===== config.mk =====
export PLATFORM = sky130hd
export DESIGN_NAME = conv_input_feeder
export DESIGN_NICKNAME = d
export VERILOG_FILES = /design/src/rtl/conv_pkg.sv /design/src/rtl/conv_sample_buf.sv /design/src/rtl/conv_input_feeder.sv
export SDC_FILE = /design/constraint.sdc
export NUM_CORES = 1
export LEC_CHECK = 0
export ABC_CLOCK_PERIOD_IN_PS = 4450
export BUFFER_PORTS_ARGS = -buffer_cell sky130_fd_sc_hd__buf_4
export CAP_MARGIN = 20
export CORE_ASPECT_RATIO = 0.8
export CORE_UTILIZATION = 30
export DETAILED_ROUTE_END_ITERATION = 7
export PLACE_DENSITY = 0.52
export SLEW_MARGIN = 20
export SYNTH_ARGS = -nofsm -noshare
export SYNTH_HDL_FRONTEND = slang
export SYNTH_HIERARCHICAL = 1
export SYNTH_SLANG_ARGS = --single-unit

===== constraint.sdc =====
create_clock -name clk -period 4.45 [get_ports clk]
set_clock_uncertainty 0.15 [all_clocks]
set_input_delay 0.445 -clock clk [delete_from_list [all_inputs] [get_ports clk]]
set_output_delay 0.445 -clock clk [all_outputs]
set_load 0.01 [all_outputs]

===== src/rtl/conv_pkg.sv =====
// Shared types and defaults for the 1D convolution input feeder.
// Holds the feeder state encoding, config-port select codes and sizing helpers.
package conv_pkg;

  localparam int DATA_W_DEF    = 32;
  localparam int N_SAMPLES_DEF = 16;
  localparam int K_TAPS_DEF    = 3;
  localparam int ADDR_W_DEF    = 4;

  typedef enum logic [1:0] {
    IDLE        = 2'd0,
    LOAD_KERNEL = 2'd1,
    STREAM      = 2'd2
  } feeder_state_t;

  localparam logic CFG_SEL_SAMPLE = 1'b0;
  localparam logic CFG_SEL_KERNEL = 1'b1;

  // Index width that stays at least one bit wide for single-entry tables.
  function automatic int idx_width(input int depth);
    return (depth > 1) ? $clog2(depth) : 1;
  endfunction

endpackage


===== src/rtl/conv_sample_buf.sv =====
// Sample storage for the feeder: N x DATA_W register array, one write port,
// combinational read. Contents are deliberately not reset.
module conv_sample_buf #(
  parameter int DATA_W = 32,
  parameter int N      = 16,
  parameter int AW     = 4
) (
  input  logic              clk,
  input  logic              we,
  input  logic [AW-1:0]     wr_addr,
  input  logic [DATA_W-1:0] wr_data,
  input  logic [AW-1:0]     rd_addr,
  output logic [DATA_W-1:0] rd_data
);

  logic [DATA_W-1:0] mem [N];

  always_ff @(posedge clk) begin
    if (we) begin
      mem[wr_addr] <= wr_data;
    end
  end

  assign rd_data = mem[rd_addr];

endmodule


===== src/rtl/conv_input_feeder.sv =====
// Upstream feeder for computing_core: presents K kernel taps on consecutive
// cycles after start, then streams N samples, advancing only on core_en.
module conv_input_feeder
  import conv_pkg::*;
#(
  parameter int DATA_W    = DATA_W_DEF,
  parameter int N_SAMPLES = N_SAMPLES_DEF,
  parameter int K_TAPS    = K_TAPS_DEF,
  parameter int ADDR_W    = ADDR_W_DEF
) (
  input  logic              clk,
  input  logic              reset,
  input  logic              cfg_we,
  input  logic              cfg_sel,
  input  logic [ADDR_W-1:0] cfg_addr,
  input  logic [DATA_W-1:0] cfg_wdata,
  input  logic              start,
  input  logic              core_en,
  output logic [DATA_W-1:0] data_kernel,
  output logic              kernel_valid,
  output logic [DATA_W-1:0] data_in_0,
  output logic              busy,
  output logic              feed_done
);

  localparam int IDX_W = idx_width(N_SAMPLES);
  localparam int T_W   = idx_width(K_TAPS);

  feeder_state_t     state_reg, state_next;
  logic [T_W-1:0]    t_reg, t_next;
  logic [IDX_W-1:0]  idx_reg, idx_next;
  logic [DATA_W-1:0] dk_reg, dk_next;
  logic              kv_reg, kv_next;
  logic [DATA_W-1:0] din_reg, din_next;
  logic              done_reg, done_next;

  logic [DATA_W-1:0] kernel_mem [K_TAPS];

  logic              cfg_open;
  logic              sample_we;
  logic              kernel_we;
  logic              idx_last;
  logic              t_last;
  logic [T_W-1:0]    t_inc;
  logic [IDX_W-1:0]  rd_addr;
  logic [DATA_W-1:0] sample_rd;

  // Config writes are only accepted while idle and inside the addressed table.
  assign cfg_open  = cfg_we && (state_reg == IDLE);
  assign sample_we = cfg_open && (cfg_sel == CFG_SEL_SAMPLE) && (32'(cfg_addr) < 32'(N_SAMPLES));
  assign kernel_we = cfg_open && (cfg_sel == CFG_SEL_KERNEL) && (32'(cfg_addr) < 32'(K_TAPS));

  assign idx_last = (idx_reg == IDX_W'(N_SAMPLES - 1));
  assign t_last   = (t_reg == T_W'(K_TAPS - 1));
  assign t_inc    = t_reg + T_W'(1);

  // The single read port serves sample[0] at start and sample[idx+1] while
  // streaming; it never runs past the last sample.
  assign rd_addr = ((state_reg == STREAM) && !idx_last) ? (idx_reg + IDX_W'(1)) : '0;

  conv_sample_buf #(
    .DATA_W (DATA_W),
    .N      (N_SAMPLES),
    .AW     (IDX_W)
  ) u_sample_buf (
    .clk     (clk),
    .we      (sample_we),
    .wr_addr (cfg_addr[IDX_W-1:0]),
    .wr_data (cfg_wdata),
    .rd_addr (rd_addr),
    .rd_data (sample_rd)
  );

  always_ff @(posedge clk) begin
    if (kernel_we) begin
      kernel_mem[cfg_addr[T_W-1:0]] <= cfg_wdata;
    end
  end

  always_comb begin
    state_next = state_reg;
    t_next     = t_reg;
    idx_next   = idx_reg;
    dk_next    = dk_reg;
    kv_next    = kv_reg;
    din_next   = din_reg;
    done_next  = 1'b0;
    case (state_reg)
      IDLE: begin
        if (start) begin
          state_next = LOAD_KERNEL;
          t_next     = '0;
          idx_next   = '0;
          din_next   = sample_rd;
          dk_next    = kernel_mem[0];
          kv_next    = 1'b1;
        end
      end
      LOAD_KERNEL: begin
        if (t_last) begin
          kv_next    = 1'b0;
          state_next = STREAM;
        end else begin
          t_next  = t_inc;
          dk_next = kernel_mem[t_inc];
        end
      end
      STREAM: begin
        if (core_en) begin
          if (idx_last) begin
            state_next = IDLE;
            done_next  = 1'b1;
          end else begin
            idx_next = idx_reg + IDX_W'(1);
            din_next = sample_rd;
          end
        end
      end
      default: begin
        state_next = IDLE;
      end
    endcase
  end

  always_ff @(posedge clk or negedge reset) begin
    if (!reset) begin
      state_reg <= IDLE;
      t_reg     <= '0;
      idx_reg   <= '0;
      dk_reg    <= '0;
      kv_reg    <= 1'b0;
      din_reg   <= '0;
      done_reg  <= 1'b0;
    end else begin
      state_reg <= state_next;
      t_reg     <= t_next;
      idx_reg   <= idx_next;
      dk_reg    <= dk_next;
      kv_reg    <= kv_next;
      din_reg   <= din_next;
      done_reg  <= done_next;
    end
  end

  assign data_kernel  = dk_reg;
  assign kernel_valid = kv_reg;
  assign data_in_0    = din_reg;
  assign busy         = (state_reg != IDLE);
  assign feed_done    = done_reg;

endmodule


Word-level counts from Yosys, hierarchy flattened

Memory sizes are Yosys's and may differ from the RTL's.
Index checks and enable logic that the tools add are counted.

Add/sub/neg operators: 2
$mul: 0
Divide/modulo/power cells: 0
Order comparisons: 1
Equal/unequal tests: 10
Shifts and indexed selects: 0
Muxes and demuxes: 30
Bitwise operators: 1
Reduce and logical (&&, ||, !) cells: 14

Operator list:

| cell                                                        | number |
|---|---|
| 2-to-1 mux 32 bit                                           | 5 |
| one-hot mux 32 bit (2 select lines)                         | 2 |
| 2-to-1 mux 4 bit                                            | 4 |
| 2-to-1 mux 2 bit                                            | 6 |
| != test 2 bit (second input constant)                       | 6 |
| 2-to-1 mux 1 bit                                            | 9 |
| one-hot mux 4 bit (2 select lines)                          | 1 |
| AND reduction 4 bit                                         | 2 |
| one-hot mux 2 bit (3 select lines)                          | 1 |
| AND reduction 3 bit                                         | 2 |
| nonzero test 2 bit                                          | 3 |
| logical AND 1 bit                                           | 5 |
| adder 4 x 1 -> 4 bit (second input constant)                | 1 |
| equality test 2 bit (second input constant)                 | 2 |
| equality test 4 bit (second input constant)                 | 1 |
| less-than comparator 4 x 2 -> 1 bit (second input constant) | 1 |
| one-hot mux 2 bit (2 select lines)                          | 1 |
| adder 2 x 1 -> 2 bit (second input constant)                | 1 |
| equality test 2 x 1 -> 1 bit (second input constant)        | 1 |
| zero test 2 bit                                             | 1 |
| one-hot mux 1 bit (2 select lines)                          | 1 |
| zero test 1 bit                                             | 1 |
| inverter 1 bit                                              | 1 |

Flip-flop bits (word level): 74
Latch bits: 0
RAM bits: 608
ROM bits: 0
Input port bits: 42
Output and inout port bits: 67
Logic and storage cells: 67
Memories kept: 2

Memory list:

| memory           | depth | bits a word | rd ports | clocked after Yosys merged registers in | write ports | RTL line                | source |
|---|---|---|---|---|---|---|---|
| u_sample_buf.mem | 16    | 32          | 1        | 0                                       | 1           | conv_sample_buf.sv:16   | `logic [DATA_W-1:0] mem [N];` |
| kernel_mem       | 3     | 32          | 2        | 0                                       | 1           | conv_input_feeder.sv:37 | `logic [DATA_W-1:0] kernel_mem [K_TAPS];` |

Longest topological paths before layout

An unclocked memory read counts as a cell.

Word-level depth: 8
Depth in mapped cells: 11

Cells and area by module

The synthesis kept the hierarchy.

Modules (own cells, without submodules):

| module            | instances | cells each | area an instance (sq um) | sequential area each (sq um) |
|---|---|---|---|---|
| conv_sample_buf   | 1         | 806        | 19194.7                  | 15374.7 |
| conv_input_feeder | 1         | 519        | 6907.9                   | 4734.5 |

Worst setup path after synthesis

OpenSTA, ideal clock, no wires.

Path kind: reg-to-reg
Start: register state_reg[0]
End: memory u_sample_buf.mem[0][0], enable pin
Arrival time: 3689 ps
Slack: 150 ps
Stages on the path, launching flop included: 7
Clock period less this slack: 4300 ps
Cells stage by stage: dfrtp_1 > clkbuf_1 > nor2_1 > nand2_1 > nor2_1 > or3b_2 > nor3_1

Cells in the longest elaborated chain, start to end: 5

Ends and longest elaborated chain:

| item                                   | RTL line                 | source |
|---|---|---|
| start, declared                        | conv_input_feeder.sv:29  | `feeder_state_t state_reg, state_next;` |
| start signal, assigned                 | conv_input_feeder.sv:135 | `state_reg <= state_next;` |
| zero test 2 bit                        | conv_input_feeder.sv:49  | `assign cfg_open = cfg_we && (state_reg == IDLE);` |
| logical AND 1 bit                      | conv_input_feeder.sv:49  |  |
| logical AND 1 bit                      | conv_input_feeder.sv:50  | `assign sample_we = cfg_open && (cfg_sel == CFG_SEL_SAMPLE) && (32'(cfg_addr) < 32'(N_SAMPLES));` |
| named net sample_we                    | conv_input_feeder.sv:40  | `logic sample_we;` |
| 2-to-1 mux 1 bit                       | conv_sample_buf.sv:19    | `if (we) begin` |
| 2-to-1 mux 1 bit (not written as such) | conv_sample_buf.sv:20    | `mem[wr_addr] <= wr_data;` |
| end, declared                          | conv_sample_buf.sv:16    |  |

The timed path passes the listed nets, and every way through them passes these cells.

Worst setup path in the final report

Start: register idx_reg[0]
End: register din_reg[18], in the netlist data_in_0[18]

Cells in the longest elaborated chain, start to end: 8
Elaborated cells on any way between the ends: 12
Those cells by class: 1 x add/sub; 2 x eq/ne; 5 x mux; 3 x reduce/logical; 1 x memory

Ends and longest elaborated chain:

| item                                                                         | RTL line                 | source |
|---|---|---|
| start, declared                                                              | conv_input_feeder.sv:31  | `logic [IDX_W-1:0] idx_reg, idx_next;` |
| start signal, assigned                                                       | conv_input_feeder.sv:137 | `idx_reg <= idx_next;` |
| parallel branches: the longest is 3 deep, another holds adder 4 x 1 -> 4 bit | -                        |  |
| 2-to-1 mux 4 bit (*)                                                         | conv_input_feeder.sv:59  | `assign rd_addr = ((state_reg == STREAM) && !idx_last) ? (idx_reg + IDX_W'(1)) : '0;` |
| named net rd_addr[1]                                                         | conv_input_feeder.sv:45  | `logic [IDX_W-1:0] rd_addr;` |
| memory (16 x 32 bit) (*)                                                     | -                        |  |
| 2-to-1 mux 32 bit                                                            | conv_input_feeder.sv:110 | `if (idx_last) begin` |
| 2-to-1 mux 32 bit                                                            | conv_input_feeder.sv:109 | `if (core_en) begin` |
| one-hot mux 32 bit (2 select lines) (*)                                      | conv_input_feeder.sv:88  | `case (state_reg)` |
| named net din_next[18]                                                       | conv_input_feeder.sv:34  | `logic [DATA_W-1:0] din_reg, din_next;` |
| end signal, assigned                                                         | conv_input_feeder.sv:140 | `din_reg <= din_next;` |
| end, declared                                                                | conv_input_feeder.sv:34  |  |

Mark *: on every way through the listed nets, which the timed path passes. The select of a mux whose other input is x is not followed.
A chain may end at the register's enable or synchronous reset.

==> reports/qor.csv <==
stage,metric,value,unit
drt,post-route-drc-count,0,
setup_path,timing.rr.end,data_in_0[18]$_DFFE_PN0P_,
power,worst_ir_drop_vdd,0.364,mV
synthesis,synthArstFlopShare,10.9,%
cts,cts_max_level,3,
worst_hold_path,min-delay-start,cfg_wdata[4],
cells_and_area,nets,1509,
drt,first_pass_iters,5,
synthesis,synth_edf_count,608,
drt,wl,65200,µm
setup_path,cp_slowest_cell,and2_4,
synthesis,ys_ff_latch,682,
setup_path,worstPathArrival,3.71,ns
setup_path,r2r_cells,9,
grt,grt_use_total,14.9,%
cts,cts_buffers,68,
setup_path,crit_required,4.78,ns
cells_and_area,most-common-layout-cells,"edfxtp_1, buf_4, mux4_2",
cells_and_area,syn_to_final_growth,18.2,%
power,power.total,16.6,mW
setup_path,endpoint_kind,flip-flop,
drt,ant_nets,0,
sta,finalHoldViolCount,0,
grt,grt-ovfl-total,0,
drt,wl_per_cell,24.6,µm
cts,clk_pin_slew,0.06,ns
sta,final-setup-viol-count,0,
power,p_sw,4.43,mW
setup_path,cp.buffers_inverters,1,
floorplanning,initial_core_util,30.4,%
floorplanning,die_w,332,µm
floorplanning,dieArea,0.0882,mm²
synthesis,yosysSeqAreaShare,77.0,%
placed_design,io_buffers,108,
cells_and_area,drive_gt1_share,28.9,%
setup_path,worst_setup_path_start_kind,flip-flop,
cts,numClockSinks,682,
grt,antenna_found_initial,5,
floorplanning,ios,109,
sta,slew_headroom,34.2,%
worst_hold_path,hold_path_depth,1,
drt,drtIter0Drc,1203,
floorplanning,die_y,266,µm
synthesis,syn-num-nets,1369,
setup_path,cpLargestDelayFamily,simple AND/OR/NAND/NOR gates,
setup_path,r2r_start,idx_reg[0]$_DFFE_PN0P_,
cells_and_area,utilization,35.9,%
placed_design,post-place-cells,2520,
cells_and_area,regMostFlops,u_sample_buf/mem,
synthesis,avgSynthCellArea,19.7,µm²
grt,grt_pass1_wl,94900,µm
setup_path,max_stage_delay,0.60,ns
floorplanning,placementRows,96,
drt,vias_per_cell,5.03,
floorplanning,core,0.0860,mm²
drt,vias,13350,
setup_path,worstPathCellList,ha_1 -> and3_1 -> nor2_1 -> and2_4 -> buf_12 -> mux4_2 -> a22oi_1 -> nand2_1 -> mux2_2,
setup_path,r2r_slack,1.06,ns
synthesis,synthDistinctLibCells,37,
power,pwr-share-seq,46.4,%
sta,rsz0062_at_grt,false,
worst_hold_path,hold_class,primary input to flip-flop,
cells_and_area,layout_commonest_cell,edfxtp_1,
synthesis,ys.flop_type,edfxtp_1,
cts,cts_setup_buffers,0,
cts,cts_tree,built,
power,p_int,12.1,mW
cells_and_area,stdcell_area,0.0309,mm²
placed_design,gp_congestion,0.710,
sta,finalCritPeriodShare,76.1,%
sta,tightest_slew,0.988,ns
cts,clock_path_buffers,3,
synthesis,synthCells,1325,
cts,clkLatencyLatePin,0.61,ns
cts,ctsHoldBuffers,2,
cts,cts_resized,0,
grt,grt_pass1_vias,13450,
sta,final_period_minus_worst_setup_slack,3.39,ns
power,pwr-share-comb,19.0,%
power,power.leakage,9.76,nW
power,p_per_area,536,mW/mm²
placed_design,dpl_cell_area,0.0286,mm²
power,p_sw_share,26.7,%
synthesis,synth_area,0.0261,mm²
synthesis,yosys_warnings,6,
sta,report.final.slew_viol_count,0,
worst_hold_path,hold_path_end,kernel_mem[2][4]$_DFFE_PP_,
sta,fmaxAchievable,295,MHz
cells_and_area,stdcell_count,2654,
cells_and_area,largest_reg_flops,512,
power,clkPwrFrac,34.6,%
sta,setup_tns,0,ns
setup_path,path_class,flip-flop to flip-flop,
grt,grt_max_degree,99,
job,max_cap_viol_count,0,
setup_path,worst-path-max-fanout,36,
placed_design,dp_hpwl,35200,µm
cts,root_buffer,clkbuf_16,
status,status,completed,
==> power groups by stage <==
stage	logic, mW	registers [mW]	clock network, mW
floorplan	1.91	7.83	0
global placement	3.17	7.80	0
detailed placement	3.21	7.81	0
CTS	3.23	7.68	5.89
global route	3.46	7.73	6.12
finish	3.14	7.67	5.73
==> worst register-to-register path, cell delays in order (launching register included) <==
cell and delay, ns:
dfrtp_1 0.43, ha_1 0.28, and3_1 0.25, nor2_1 0.24, and2_4 0.60, buf_12 0.35
mux4_2 0.34, a22oi_1 0.22, nand2_1 0.13, mux2_2 0.28
==> how the worst max path moves through the flow <==
stage | from | to | slack, ns | cells after the start
after global routing | idx_reg[0]$_DFFE_PN0P_ | data_in_0[18]$_DFFE_PN0P_ | 0.85 | 9
after global placement | idx_reg[0]$_DFFE_PN0P_ | data_in_0[18]$_DFFE_PN0P_ | 1.14 | 9
final | idx_reg[0]$_DFFE_PN0P_ | data_in_0[18]$_DFFE_PN0P_ | 1.06 | 9
after CTS | idx_reg[0]$_DFFE_PN0P_ | data_in_0[18]$_DFFE_PN0P_ | 1.04 | 9
after detailed placement | idx_reg[0]$_DFFE_PN0P_ | data_in_0[18]$_DFFE_PN0P_ | 1.05 | 9
after floorplan | state_reg[0]$_DFFE_PN0P_ | u_sample_buf/mem[0][0]$_DFFE_PP_ | 0.15 | 6
==> synthesized netlist by cell type, types with 2 or more instances <==
cell	count	area (µm²)
nand2b_1	39	244
a221oi_1	32	280
nor3_1	7	35.0
a21oi_1	37	185
clkbuf_1	40	150
buf_2	19	95.1
buf_6	3	33.8
buf_1	10	37.5
dfrtp_1	74	1850
nor2b_1	2	12.5
inv_1	5	18.8
o21ai_0	40	200
edfxtp_1	608	18300
nand2_1	67	251
mux2_1	2	22.5
mux4_2	128	2880
a22oi_1	64	480
buf_4	9	67.6
nor2_1	53	199
nor3b_1	34	255
and2_1	2	12.5
mux2_2	32	360
ha_1	2	25.0
nand3_1	2	10.0
nand3b_1	2	15.0
==> cell type report <==
| class | count | area [µm²] |
|---|---|---|
| diodes | 7 | 17.5 |
| clock buffers | 95 | 1890 |
| clock inverters | 30 | 327 |
| fillers | 7988 | 55100 |
| inverters | 5 | 18.8 |
| multi-input cells | 557 | 5770 |
| flip-flops and latches | 682 | 20100 |
| well taps | 1127 | 1410 |
| repair buffers | 151 | 1310 |
==> per-layer routing <==
layer	GRT usage (%)	vias to the layer above	wire length [µm]	share of wire (%)
met5	0	-	23	0.035
met4	3.87	4	1280	2.0
met3	2.88	94	3710	5.7
met2	22.7	405	29500	45
met1	21.8	7167	30700	47
li1	-	5680	-	-
==> kinds of logic after synthesis <==
kind of cell             synth area share (%)
AO/OA/AOI/OAI                            4.57
adder cells (fa/ha/maj)                0.0959
XOR/XNOR                               0.0671
AND/OR/NAND/NOR                          4.14
flip-flops                               77.0
buffers and inverters                    1.54
multiplexers                             12.5
==> per-stage QoR <==
stage / hold WS (ns) / setup WS (ns)
after detailed placement: 0.350 / 1.05
after CTS: 0.0145 / 1.04
after floorplan: -0.000591 / 0.150
after global routing: 0.0386 / 0.854
final: 0.0485 / 1.06
after global placement: 0.347 / 1.14
(Power assumes the default switching activity.)
